**src/rtl/isa_pkg.sv**
```systemverilog
// Shared ISA definitions for the fetch/decode boundary: widths, HALT encoding,
// instruction field positions and the run-control state encoding.
package isa_pkg;

    localparam int IW = 9;
    localparam int AW = 10;

    localparam logic [IW-1:0] HALT_WORD = 9'h1FF;

    localparam int OP_HI = 8;
    localparam int OP_LO = 6;
    localparam int FA_HI = 5;
    localparam int FA_LO = 3;
    localparam int FB_HI = 2;
    localparam int FB_LO = 0;

    typedef enum logic [1:0] {
        IDLE = 2'd0,
        RUN  = 2'd1,
        DONE = 2'd2
    } run_state_t;

endpackage

```
**src/rtl/fetch_decode_reg.sv**
```systemverilog
// Fetch/decode pipeline register with stall/flush, field split, run-control FSM
// (IDLE/RUN/DONE) and a saturating count of retired fetches.
module fetch_decode_reg
    import isa_pkg::*;
#(
    parameter int              IW        = isa_pkg::IW,
    parameter int              AW        = isa_pkg::AW,
    parameter int              CW        = 16,
    parameter logic [IW-1:0]   HALT_WORD = isa_pkg::HALT_WORD
) (
    input  logic          Clk,
    input  logic          Reset,
    input  logic          Start,
    input  logic [IW-1:0] InstIn,
    input  logic [AW-1:0] PcIn,
    input  logic          Stall,
    input  logic          Flush,
    output logic [IW-1:0] InstQ,
    output logic [AW-1:0] PcQ,
    output logic          Valid,
    output logic [2:0]    Opcode,
    output logic [2:0]    FieldA,
    output logic [2:0]    FieldB,
    output logic          Done,
    output logic [CW-1:0] InstCount,
    output run_state_t    StateDbg
);

    run_state_t    state_q, state_d;
    logic [IW-1:0] inst_q, inst_d;
    logic [AW-1:0] pc_q, pc_d;
    logic          valid_q, valid_d;
    logic [CW-1:0] count_q, count_d;
    logic [CW-1:0] count_inc;

    assign count_inc = (count_q == {CW{1'b1}}) ? count_q : count_q + CW'(1);

    // In RUN each edge is one of: restart, bubble (Flush beats Stall),
    // hold (Stall), or capture. Valid marks InstQ as a real instruction.
    always_comb begin
        state_d = state_q;
        inst_d  = inst_q;
        pc_d    = pc_q;
        valid_d = valid_q;
        count_d = count_q;
        unique case (state_q)
            IDLE: begin
                valid_d = 1'b0;
                if (Start) begin
                    state_d = RUN;
                    count_d = '0;
                end
            end
            RUN: begin
                if (Start) begin
                    valid_d = 1'b0;
                    inst_d  = '0;
                    count_d = '0;
                end else if (Flush) begin
                    valid_d = 1'b0;
                    inst_d  = '0;
                    pc_d    = PcIn;
                end else if (!Stall) begin
                    inst_d  = InstIn;
                    pc_d    = PcIn;
                    valid_d = 1'b1;
                    count_d = count_inc;
                    if (InstIn == HALT_WORD) begin
                        state_d = DONE;
                    end
                end
            end
            DONE: begin
                valid_d = 1'b0;
                if (Start) begin
                    state_d = RUN;
                    count_d = '0;
                end
            end
            default: begin
                state_d = IDLE;
                valid_d = 1'b0;
            end
        endcase
    end

    always_ff @(posedge Clk or negedge Reset) begin
        if (!Reset) begin
            state_q <= IDLE;
            inst_q  <= '0;
            pc_q    <= '0;
            valid_q <= 1'b0;
            count_q <= '0;
        end else begin
            state_q <= state_d;
            inst_q  <= inst_d;
            pc_q    <= pc_d;
            valid_q <= valid_d;
            count_q <= count_d;
        end
    end

    assign InstQ     = inst_q;
    assign PcQ       = pc_q;
    assign Valid     = valid_q;
    assign Opcode    = inst_q[OP_HI:OP_LO];
    assign FieldA    = inst_q[FA_HI:FA_LO];
    assign FieldB    = inst_q[FB_HI:FB_LO];
    assign Done      = (state_q == DONE);
    assign InstCount = count_q;
    assign StateDbg  = state_q;

endmodule

```
**config.mk**
```make
export PLATFORM = sky130hd
export DESIGN_NAME = fetch_decode_reg
export DESIGN_NICKNAME = d
export VERILOG_FILES = /design/src/rtl/isa_pkg.sv /design/src/rtl/fetch_decode_reg.sv
export SDC_FILE = /design/constraint.sdc
export NUM_CORES = 1
export LEC_CHECK = 0
export BUFFER_PORTS_ARGS = -buffer_cell sky130_fd_sc_hd__buf_2
export CAP_MARGIN = 30
export CELL_PAD_IN_SITES_DETAIL_PLACEMENT = 1
export CELL_PAD_IN_SITES_GLOBAL_PLACEMENT = 1
export CORE_UTILIZATION = 39
export DETAILED_ROUTE_END_ITERATION = 8
export PLACE_DENSITY_LB_ADDON = 0.1
export REMOVE_ABC_BUFFERS = 1
export SYNTH_ARGS = -nofsm -noshare
export SYNTH_HDL_FRONTEND = slang
export SYNTH_SLANG_ARGS = --single-unit
```
**constraint.sdc**
```tcl
create_clock -name Clk -period 4.7 [get_ports Clk]
set_input_delay 0.47 -clock Clk [delete_from_list [all_inputs] [get_ports Clk]]
set_output_delay 0.47 -clock Clk [all_outputs]
set_load 0.02 [all_outputs]
```
; After elaboration in Yosys (flattened, before gate mapping)
; Index checks and enable logic that the tools add are counted.
[totals]
out_inout_bits = 48
inputBits = 24
elab_cells = 50
register_bits = 38
[op_classes]
muxes = 21
n_eq_ne = 15
reduce_logical = 7
addsub = 1
bitwise = 1
[ops]
columns = op, count
row1 = $mux W16, 5
row2 = $pmux W16 S2, 1
row3 = $mux W9, 3
row4 = $mux W10, 2
row5 = $add A16 B1 Y16 const B, 1
row6 = $eq A16 B16 Y1 const B, 1
row7 = $mux W2, 5
row8 = $reduce_and A5 Y1, 2
row9 = $eq A9 B9 Y1 const B, 1
row10 = $ne A3 B3 Y1 const B, 3
row11 = $ne A2 B2 Y1 const B, 4
row12 = $mux W1, 4
row13 = $ne A2 B1 Y1 const B, 2
row14 = $ne A4 B4 Y1 const B, 1
row15 = $pmux W2 S2, 1
row16 = $ne A3 B2 Y1 const B, 1
row17 = $reduce_and A3 Y1, 1
row18 = $eq A2 B1 Y1 const B, 1
row19 = $eq A2 B2 Y1 const B, 1
row20 = $logic_not A2 Y1, 1
row21 = $reduce_and A2 Y1, 1
row22 = $reduce_bool A2 Y1, 1
row23 = $reduce_or A2 Y1, 1
row24 = $not A1 Y1, 1

; Logic depth before layout (Yosys ltp)
; Gate-level depths: netlist of the first run.
[depth]
word_depth = 6
mapped_depth = 7
depth_no_buf = 6

; Worst setup path before layout of the first run
; OpenSTA, ideal clock, no wires.
[synth_timing]
kind = reg2reg
start = reg count_q[0], in the netlist InstCount[0]
end = reg count_q[3], in the netlist InstCount[3]
setup_slack_ps = 2742
synth_period_minus_slack_ps = 1958
arrival_ps = 1862
n_path_buf = 1
stages_incl_launch_ff = 8
t_required_ps = 4604
setup_time_ps = 96
cell_sequence = dfrtp_1 -> ha_1 -> nand3_2 -> or4_1 -> o21ai_2 -> buf_6 -> o21ai_1 -> o31ai_1
[synth_between]
elab_chain_cells = 6
elab_cells_between_ends = 9
cone_classes = 1 x add/sub / 2 x eq/ne / 5 x mux / 1 x reduce/logical
[synth_lines]
columns = element, line_no
row1 = "start, declared", fetch_decode_reg.sv:33  ; logic [CW-1:0] count_q, count_d;
row2 = "start signal, assigned", fetch_decode_reg.sv:99  ; count_q <= count_d;
row3 = $add A16 B1 Y16, fetch_decode_reg.sv:36  ; assign count_inc = (count_q == {CW{1'b1}}) ? count_q : count_q + CW'(1);
row4 = $mux W16, fetch_decode_reg.sv:36
row5 = $mux W16, fetch_decode_reg.sv:63  ; end else if (!Stall) begin
row6 = $mux W16, fetch_decode_reg.sv:59  ; end else if (Flush) begin
row7 = $mux W16, fetch_decode_reg.sv:55  ; if (Start) begin
row8 = $pmux W16 S2, fetch_decode_reg.sv:46  ; unique case (state_q)
; Several ways; a longest one is shown, not always the timed one. The select of a mux whose other input is x is not followed.
; A chain may end at the register's enable or synchronous reset.

; Final worst setup path of the first run
[layout_timing]
start = reg count_q[0], in the netlist InstCount[0]
end = reg count_q[2], in the netlist InstCount[2]
; The elaborated chain is that of the path after synthesis.

==> results of run 1 <==
[logic make-up (layout without fill, tap and decap cells)]
family | count (synthesis) | count (layout) | share of synthesized area
flip-flops | 38 | 38 | 0.5084
AO/OA/AOI/OAI | 54 | 54 | 0.1886
AND/OR/NAND/NOR | 63 | 63 | 0.1813
buffers and inverters | 16 | 82 | 0.05485
adder cells (fa/ha/maj) | 1 | 1 | 0.006688
multiplexers | 10 | 10 | 0.06020
[worst reg2reg max path, stage by stage, from the launching register on]
cell and delay, ns:
dfrtp_1 0.42, ha_1 0.24, nand3_2 0.14, or4_1 0.57
o21ai_2 0.49, o21ai_0 0.18, o21ai_0 0.10
[synth_stat cells, drive strengths merged, types with 2 or more instances]
master / n / area [um2]
a21oi: 5 / 25.02
o21ai: 23 / 118.9
buf: 11 / 83.82
inv: 2 / 7.510
nor2: 9 / 33.78
o31ai: 6 / 45.04
mux2: 10 / 112.6
nand4b: 2 / 17.52
nand3: 10 / 55.05
a22o: 9 / 78.83
nor3b: 2 / 15.01
dfrtp: 38 / 950.9
nor3: 3 / 15.01
nand4: 5 / 31.28
nand2: 15 / 56.30
and3: 5 / 31.28
clkbuf: 3 / 11.26
nor2b: 3 / 18.77
nor4: 3 / 25.02
nand2b: 3 / 18.77
a31oi: 4 / 25.02
[final timing paths]
kind	start	endpoint	depth (start not counted)
worst max-delay path	InstCount[0]$_DFFE_PN0P_	InstCount[2]$_DFFE_PN0P_	6
worst min-delay path	Reset	InstCount[8]$_DFFE_PN0P_	1
worst max register to register	InstCount[0]$_DFFE_PN0P_	InstCount[2]$_DFFE_PN0P_	6
worst min register to register	PcQ[0]$_DFFE_PN0P_	PcQ[0]$_DFFE_PN0P_	1
max in group asynchronous	Reset	PcQ[3]$_DFFE_PN0P_	1
min in group Clk	PcIn[8]	PcQ[8]$_DFFE_PN0P_	2
[layout by cell type (no fill, tap or decap), drive strengths merged]
cell type / netlist / layout
nor2: 9 / 9
o311ai: 1 / 1
o211a: 1 / 1
a21oi: 5 / 5
and2: 1 / 1
nand2: 15 / 15
nand4b: 2 / 2
nand4: 5 / 5
nand3b: 1 / 1
nor4: 3 / 3
a22o: 9 / 9
o21ai: 23 / 23
a2111oi: 1 / 1
o22ai: 1 / 1
clkbuf: 3 / 6
inv: 2 / 2
clkinvlp: 0 / 1
o21ba: 1 / 1
mux2: 10 / 10
nor3b: 2 / 2
a31oi: 4 / 4
ha: 1 / 1
o31ai: 6 / 6
and3: 5 / 5
nor3: 3 / 3
a41oi: 1 / 1
nand3: 10 / 10
o21a: 1 / 1
nor2b: 3 / 3
nand2b: 3 / 3
clkinv: 0 / 1
dfrtp: 38 / 38
or4: 1 / 1
buf: 11 / 72
[layer usage]
| layer | up-vias | global-route usage |
|---|---|---|
| li1 | 802 | - |
| met1 | 837 | 0.2930 |
| met2 | 53 | 0.3312 |
| met3 | 5 | 0.04079 |
| met4 | 0 | 0.05333 |
| met5 | - | 0 |
[metrics by stage]
stage	hold WS [ns]	area, um2
after floorplan	0.1744	1775
after global placement	0.4833	2203
after detailed placement	0.4902	2203
after CTS	0.3148	2298
after global routing	0.3584	2298
final	0.2849	2298
[final cells by class]
class	count	area, um2
Timing Repair Buffer	72	362.8
Tap cell	52	65.06
Fill cell	548	2176
Sequential cell	38	950.9
Multi-Input combinational cell	128	817.0
Clock buffer	6	82.58
Clock inverter	2	12.51
Inverter	2	7.507
[sequential cells by signal (all words and copies together) (netlist names)]
register and flops:
Valid 1, InstQ 9, PcQ 10, StateDbg 2, InstCount 16
[power breakdown]
group          internal, W  switching (W)  total (W)
Clock             0.000118       0.000122   0.000240
Combinational    0.0000385      0.0000641   0.000103
Sequential        0.000343     0.00000926   0.000353
Total             0.000500       0.000196   0.000695
==> run_results.csv, run 1 <==
group,metric,value,unit
layout,syn2layout_area_growth,22.88,%
worst_setup_path,crit_chain,"ha_1 > nand3_2 > or4_1 > o21ai_2 > o21ai_0 > o21ai_0",
clock_tree,cts_sinks,38,
worst_setup_path,crit_buf_inv,0,
min_path,hold_class,"input port to asynchronous set/reset pin",
logic_synthesis,ys_ff_latch,38,
clock_tree,post_cts_buffers,0,
route,wl_met3,221,um
clock_tree,cts-root-buf,"clkbuf_8",
die,initial_core_util,0.4181,
route,wl_met1,2.348,mm
clock_tree,cts_tree,"built",
status,outcome,"finished, violations left",
worst_setup_path,crit_path_frequent_cell,"o21ai_0",
route,wl_per_cell,16.22,um
global_routing,overflow,0,
clock_tree,numCtsBuffers,5,
timing,drv_slew,0,
route,via_count,1697,
route,first_pass_iters,6,
die,ios,72,
logic_synthesis,synth_ff_type,"dfrtp_1",
global_routing,grt_usage,0.2078,
route,post-route-drc-count,4,
global_routing,antenna_found_initial,0,
worst_setup_path,end_kind,"flip-flop",
timing,min_period,2.216,ns
timing,fmax,451.2,MHz
worst_setup_path,path_class,"flip-flop to flip-flop",
power_and_ir_drop,p_total,0.0006955,W
timing,max-slew-margin-rel,0.4325,
timing,worst_pin_slew,0.8513,ns
clock_tree,h-tree-depth,2,
logic_synthesis,syn_inst,182,
worst_setup_path,path_max_fanout,13,
route,drt_iter0_drc,100,
die,num_rows,24,
worst_setup_path,rrSetupSlack,2.48,ns
clock_tree,clkTransAtPathRegs,0.08,ns
route,ant_nets,0,
worst_setup_path,slowest_delay,0.56,ns
die,dieArea,5077,um2
logic_synthesis,synthDistinctLibCells,38,
timing,finalSetupViolations,0,
die,dieHeight,71.26,um
logic_synthesis,synth_area,1871,um2
route,dr.max_layer_used,"met4",
logic_synthesis,async_flop_share,1.000,
worst_setup_path,crit_family,"compound AO/OA/AOI/OAI gates",
run,drv_cap,0,
layout,finish.utilization,0.5137,
place,place_ws,2.505,ns
layout,num_antenna_cells,0,
worst_setup_path,slowest_stage,"or4_1",
global_routing,grt_max_degree,39,
clock_tree,cts_resized,0,
worst_setup_path,worstPathArrival,2.42,ns
layout,finalNonFillerCells,300,
timing,setup_tns,0,ns
layout,drive_above_1_share,0.3790,
timing,hold_violations,0,
place,placed_cells,292,
route,viasPerCell,5.657,
clock_tree,clock_tree.buffer_depth,2,
worst_setup_path,start_kind,"flip-flop",
place,gp_congestion,0.8037,
logic_synthesis,synth-seq-area-share,0.5084,
clock_tree,clk-insertion-delay-late,0.29,ns
die,die_w,71.26,um
route,drt_wl_total,4.865,mm
global_routing,grt_pass1_wl,8.273,mm
power_and_ir_drop,power_density,302.6,nW/um2
die,core,4474,um2
global_routing,grt_pass1_vias,1709,
place,port-buffer-count,71,
logic_synthesis,synth_warnings,0,
timing,rsz0062_at_grt,"no",
layout,nets,272,
route,wl_met2,2.248,mm
worst_setup_path,required,4.91,ns
clock_tree,ctsHoldBuffers,0,
status,failed_checks,"DRC",
place,dp_hpwl,3.489,mm
timing,finClkSkew,0.005980,ns
timing,fin_crit_sh,0.4715,
power_and_ir_drop,ir_worst_vdd,140.4,uV
logic_synthesis,synth_edf_count,0,
timing,setup_ws,2.484,ns
logic_synthesis,synth.avg_cell_area,10.28,um2
power_and_ir_drop,p_leak,1.142,nW
Power figures use the tool's default switching activity.
==> inputs of run 2 (changes only) <==
CORE_UTILIZATION = 32   (was 39)
clock period = 2 ns   (was 4.7 ns; I/O delays follow)
==> run 2 against run 1 <==
  * The run now ends clean
  * Design area is 5.8% higher
  * Largest power group unchanged
  * Critical endpoint unchanged
  * Clock power increased by 130%
  * Global-route usage is 3.0 points lower
  * Clock skew rose by 0.0014 ns
  * Cell count grew 11%
  * Worst hold slack got worse by 0.15 ns
  * Non-clock buffer count is 14 higher
  * Die area increased by 21%
  * Critical path depth up 1
  * Flip-flop and latch count is the same
==> run_results.csv, run 2 (synthesized netlist as in run 1, its figures left out) <==
group,metric,value,unit
status,outcome,"complete, no violations",
place,port-buffer-count,71,
worst_setup_path,start_kind,"flip-flop",
die,die_w,78.46,um
layout,largest_register_ffs,16,
worst_setup_path,rrSetupSlack,0.14,ns
worst_setup_path,crit_chain,"ha_1 > nand3_2 > or4_1 > o21ai_2 > buf_4 > o21ai_0 > o21ai_0",
worst_setup_path,crit_family,"simple AND/OR/NAND/NOR gates",
global_routing,grt_max_degree,39,
route,ant_nets,0,
global_routing,antenna_found_initial,0,
worst_setup_path,slowest_stage,"or4_1",
clock_tree,numCtsBuffers,5,
timing,max-slew-margin-rel,0.5544,
min_path,hold_depth,2,
global_routing,grt_pass1_vias,1717,
worst_setup_path,crit_buf_inv,1,
layout,drive_above_1_share,0.4084,
power_and_ir_drop,p_leak,1.211,nW
layout,finalNonFillerCells,334,
timing,drv_slew,0,
layout,num_antenna_cells,0,
route,drt_wl_total,5.145,mm
die,initial_core_util,0.3356,
clock_tree,clock_tree.buffer_depth,2,
global_routing,grt_pass1_wl,8.500,mm
place,dp_hpwl,3.760,mm
timing,worst_pin_slew,0.6684,ns
min_path,min_to,"PcQ[2]$_DFFE_PN0P_",
place,gp_congestion,0.7403,
worst_setup_path,worstPathArrival,2.07,ns
worst_setup_path,required,2.22,ns
route,wl_per_cell,15.40,um
worst_setup_path,crit_path_frequent_cell,"o21ai_0",
global_routing,grt_usage,0.1775,
timing,setup_tns,0,ns
timing,finalSetupViolations,0,
die,dieHeight,78.46,um
power_and_ir_drop,ir_worst_vdd,281.2,uV
route,first_pass_iters,4,
die,core,5574,um2
timing,fmax,538.0,MHz
timing,rsz0062_at_grt,"no",
clock_tree,cts_sinks,38,
timing,min_period,1.859,ns
die,ios,72,
run,drv_cap,0,
power_and_ir_drop,power_density,674.9,nW/um2
worst_setup_path,path_max_fanout,8,
worst_setup_path,slowest_delay,0.54,ns
worst_setup_path,path_class,"flip-flop to flip-flop",
die,dieArea,6155,um2
timing,fin_crit_sh,0.9294,
layout,nets,286,
clock_tree,h-tree-depth,2,
clock_tree,cts-root-buf,"clkbuf_8",
clock_tree,clk-insertion-delay-late,0.29,ns
timing,hold_violations,0,
die,num_rows,27,
worst_setup_path,end_kind,"flip-flop",
layout,final_cell_mix,"buf_2, dfrtp_1, nand2_1, buf_4",
layout,layout_commonest_cell,"buf_2",
route,drt_iter0_drc,46,
route,post-route-drc-count,0,
layout,syn2layout_area_growth,29.97,%
place,placed_cells,325,
clock_tree,cts_tree,"built",
min_path,hold_class,"input port to flip-flop",
clock_tree,clkTransAtPathRegs,0.08,ns
route,viasPerCell,5.084,
min_path,hold_start,"PcIn[2]",
timing,finClkSkew,0.007391,ns
global_routing,overflow,0,
layout,fillers,682,
worst_setup_path,regToRegEndpoint,"InstCount[2]$_DFFE_PN0P_",
worst_setup_path,reg2reg_depth,7,
route,via_count,1698,
worst_setup_path,worstReg2RegStart,"InstCount[1]$_DFFE_PN0P_",
==> run 2: worst max path at each step <==
| stage | from | endpoint | slack (ns) | depth (start not counted) |
|---|---|---|---|---|
| after floorplan | InstCount[0]$_DFFE_PN0P_ | InstCount[2]$_DFFE_PN0P_ | -0.02 | 6 |
| after global placement | InstCount[1]$_DFFE_PN0P_ | InstCount[2]$_DFFE_PN0P_ | 0.24 | 7 |
| after detailed placement | InstCount[1]$_DFFE_PN0P_ | InstCount[5]$_DFFE_PN0P_ | 0.19 | 7 |
| after CTS | InstCount[1]$_DFFE_PN0P_ | InstCount[2]$_DFFE_PN0P_ | 0.14 | 7 |
| after global routing | InstCount[1]$_DFFE_PN0P_ | InstCount[5]$_DFFE_PN0P_ | 0.003 | 7 |
| final | InstCount[1]$_DFFE_PN0P_ | InstCount[2]$_DFFE_PN0P_ | 0.14 | 7 |
==> run 2: worst register-to-register path: stages (launching register included) <==
cell     delay (ns)
dfrtp_1        0.41
ha_1           0.22
nand3_2        0.09
or4_1          0.54
o21ai_2        0.16
buf_4          0.18
o21ai_0        0.09
o21ai_0        0.08
==> run 2: layout make-up <==
cell class                      count  area, um2  area share
Clock buffer                        6      82.58     0.03397
Clock inverter                      2      12.51    0.005147
Inverter                            2      7.507    0.003088
Multi-Input combinational cell    128      817.0      0.3361
Sequential cell                    38      950.9      0.3911
Tap cell                           72      90.09     0.03706
Timing Repair Buffer               86      470.5      0.1935
==> run 2: power breakdown <==
part	internal, W	switching [W]	total [W]	leakage, nW
clock	0.000277	0.000283	0.000560	0.0472
sequential	0.000807	0.0000207	0.000827	0.499
combinational	0.0000993	0.000154	0.000253	0.665
==> run 2: per-layer routing <==
| metal | GRT usage | routed length (um) | share of wire |
|---|---|---|---|
| met3 | 0.03837 | 253 | 0.049 |
| met1 | 0.2447 | 2547 | 0.50 |
| met2 | 0.2763 | 2277 | 0.44 |
| met4 | 0.05556 | 65 | 0.013 |
| met5 | 0 | 0 | 0 |
==> run 2: through the flow <==
| step | instance area [um2] | util | setup slack (ns) | hold slack [ns] | power, W |
|---|---|---|---|---|---|
| 2_1_floorplan | 1775 | - | -0.01673 | -0.09559 | 0.0009747 |
| 3_3_place_gp | 2326 | 0.4173 | 0.2377 | 0.2911 | 0.001094 |
| 3_5_place_dp | 2326 | 0.4173 | 0.1856 | 0.3023 | 0.001099 |
| 4_1_cts | 2431 | 0.4361 | 0.1394 | 0.1273 | 0.001667 |
| 5_1_grt | 2431 | 0.4361 | 0.003318 | 0.1327 | 0.001723 |
| 6_report | 2431 | 0.4361 | 0.1411 | 0.1381 | 0.001641 |
==> run 2: repair_timing <==
item                      4_1_cts  5_1_grt
hold endpoints to repair       38        0
gates resized for setup         0        0
hold buffers                    1        0
setup buffers                   0        0
==> inputs of run 3 (changes only) <==
CORE_UTILIZATION = 25   (was 32)
==> run 3 against run 2 <==
  * Utilization shrank 9.2 points
  * Fmax grew 1.3%
  * Sequential power is essentially flat
  * Design area grew 2.7%
  * Setup slack gained 0.023 ns
==> run_results.csv, run 3 (synthesized netlist as in run 1, its figures left out) <==
group,metric,value,unit
route,wl_met3,278,um
route,post-route-drc-count,0,
timing,finalSetupViolations,0,
global_routing,overflow,0,
worst_setup_path,path_class,"flip-flop to flip-flop",
min_path,hold_class,"input port to flip-flop",
place,port-buffer-count,71,
layout,nets,289,
global_routing,antenna_found_initial,0,
clock_tree,cts-root-buf,"clkbuf_8",
timing,fmax,544.7,MHz
power_and_ir_drop,p_sw_frac,0.2719,
power_and_ir_drop,power_density,654.6,nW/um2
die,die_w,88.50,um
die,ios,72,
timing,min_period,1.836,ns
worst_setup_path,crit_path_frequent_cell,"o21ai_0",
layout,largest_register_ffs,16,
place,dp_hpwl,4.129,mm
clock_tree,clk-insertion-delay-late,0.29,ns
clock_tree,clock_tree.buffer_depth,2,
worst_setup_path,path_max_fanout,10,
global_routing,grt_usage,0.1512,
route,viasPerCell,4.799,
die,num_rows,31,
worst_setup_path,slowest_stage,"or4_1",
timing,worst_pin_slew,0.6773,ns
power_and_ir_drop,p_sw,0.0004446,W
clock_tree,cts_tree,"built",
route,drt_wl_total,5.420,mm
run,drv_cap,0,
clock_tree,h-tree-depth,2,
power_and_ir_drop,ir_worst_vdd,213.4,uV
route,drt_iter0_drc,51,
status,outcome,"complete, no violations",
place,gp_congestion,0.7273,
place,place_ws,0.1177,ns
clock_tree,numCtsBuffers,5,
timing,fin_crit_sh,0.9179,
timing,finClkSkew,0.007318,ns
timing,max-slew-margin-rel,0.5485,
timing,drv_slew,0,
power_and_ir_drop,p_seq_frac,0.505,
route,dr.max_layer_used,"met4",
die,initial_core_util,0.2579,
timing,rsz0062_at_grt,"no",
power_and_ir_drop,p_leak,1.226,nW
worst_setup_path,worstPathArrival,2.05,ns
clock_tree,cts_sinks,38,
layout,num_antenna_cells,0,
route,wl_met1,2.597,mm
die,core,7253,um2
timing,hold_violations,0,
worst_setup_path,required,2.21,ns
route,wl_met2,2.473,mm
route,first_pass_iters,4,
layout,layout_commonest_cell,"buf_2",
layout,finalNonFillerCells,364,
power_and_ir_drop,p_clk_frac,0.334,
global_routing,grt_pass1_vias,1723,
power_and_ir_drop,comb_power_share,0.161,
power_and_ir_drop,p_int,0.001190,W
route,via_count,1747,
clock_tree,clkTransAtPathRegs,0.08,ns
die,dieArea,7832,um2
route,wl_per_cell,14.89,um
layout,final_cell_mix,"buf_2, dfrtp_1, buf_4, nand2_1",
worst_setup_path,end_kind,"flip-flop",
route,ant_nets,0,
worst_setup_path,slowest_delay,0.56,ns
worst_setup_path,start_kind,"flip-flop",
worst_setup_path,crit_chain,"ha_2 > nand3_4 > or4_1 > o21ai_2 > buf_6 > o21ai_0 > o21ai_0",
global_routing,grt_max_degree,17,
timing,setup_tns,0,ns
layout,drive_above_1_share,0.4151,
place,placed_cells,355,
layout,syn2layout_area_growth,33.51,%
global_routing,grt_pass1_wl,8.942,mm
die,dieHeight,88.50,um
timing,setup_ws,0.1642,ns
clock_tree,post_cts_buffers,0,
run 3: cell count changes in the layout (fill, tap and decap cells not counted), sizes merged:
cell	change
buf	+3
clkinvlp	-1
clkbuf	+1
run 3: final timing paths:
| path | start | endpoint | slack [ns] | depth (start not counted) |
|---|---|---|---|---|
| max | InstCount[0]$_DFFE_PN0P_ | InstCount[2]$_DFFE_PN0P_ | 0.16 | 7 |
| min | PcIn[5] | PcQ[5]$_DFFE_PN0P_ | 0.14 | 2 |
| max reg2reg | InstCount[0]$_DFFE_PN0P_ | InstCount[2]$_DFFE_PN0P_ | 0.16 | 7 |
| min reg2reg | PcQ[5]$_DFFE_PN0P_ | PcQ[5]$_DFFE_PN0P_ | 0.50 | 1 |
| max in group asynchronous | Reset | InstQ[6]$_DFFE_PN0P_ | 1.11 | 3 |
| min in group asynchronous | Reset | InstCount[10]$_DFFE_PN0P_ | 0.37 | 2 |
run 3: per-stage QoR:
step / hold WS (ns) / utilization / total power [W] / area, um2
2_1_floorplan: -0.09559 / - / 0.0009747 / 1775
3_3_place_gp: 0.1506 / 0.3284 / 0.001103 / 2382
3_5_place_dp: 0.1506 / 0.3284 / 0.001106 / 2382
4_1_cts: 0.1346 / 0.3424 / 0.001668 / 2484
5_1_grt: 0.1311 / 0.3443 / 0.001732 / 2497
6_report: 0.1420 / 0.3443 / 0.001635 / 2497
run 3: worst max-delay path, delay by kind of cell, from the launching register on:
kind / cells / cell delay [ns]
AOI/OAI and AO/OA: 3 / 0.34
buffers and inverters: 1 / 0.16
adders and majority gates: 1 / 0.22
and+or+nand+nor: 2 / 0.66
DFF: 1 / 0.36
run 3: cell type report:
cell class	instances	area, um2
clock buffers	7	86.33
clock inverters	1	5.005
multi-input cells	128	827.0
repair buffers	89	496.7
fillers	890	4756
well taps	99	123.9
inverters	2	7.507
flip-flops and latches	38	950.9
run 3: layer usage:
metal  track usage  vias to the layer above
li1              -                      841
met4       0.04839                        0
met5             0                        -
met3       0.03451                        6
met2        0.2350                       53
met1        0.2087                      847
run 3: power by group through the flow:
stage	sequential, W	combinational, W	clock [W]
finish	0.000826	0.000263	0.000546
global route	0.000829	0.000291	0.000612
CTS	0.000826	0.000267	0.000575
detailed placement	0.000841	0.000266	0
global placement	0.000840	0.000263	0
floorplan	0.000902	0.0000724	0
run 3: what timing repair did:
action / CTS / global route
gates resized for setup: 0 / 3
hold endpoints to repair: 14 / 0
hold buffers: 1 / 0
endpoints found under the setup margin: 0 / 4
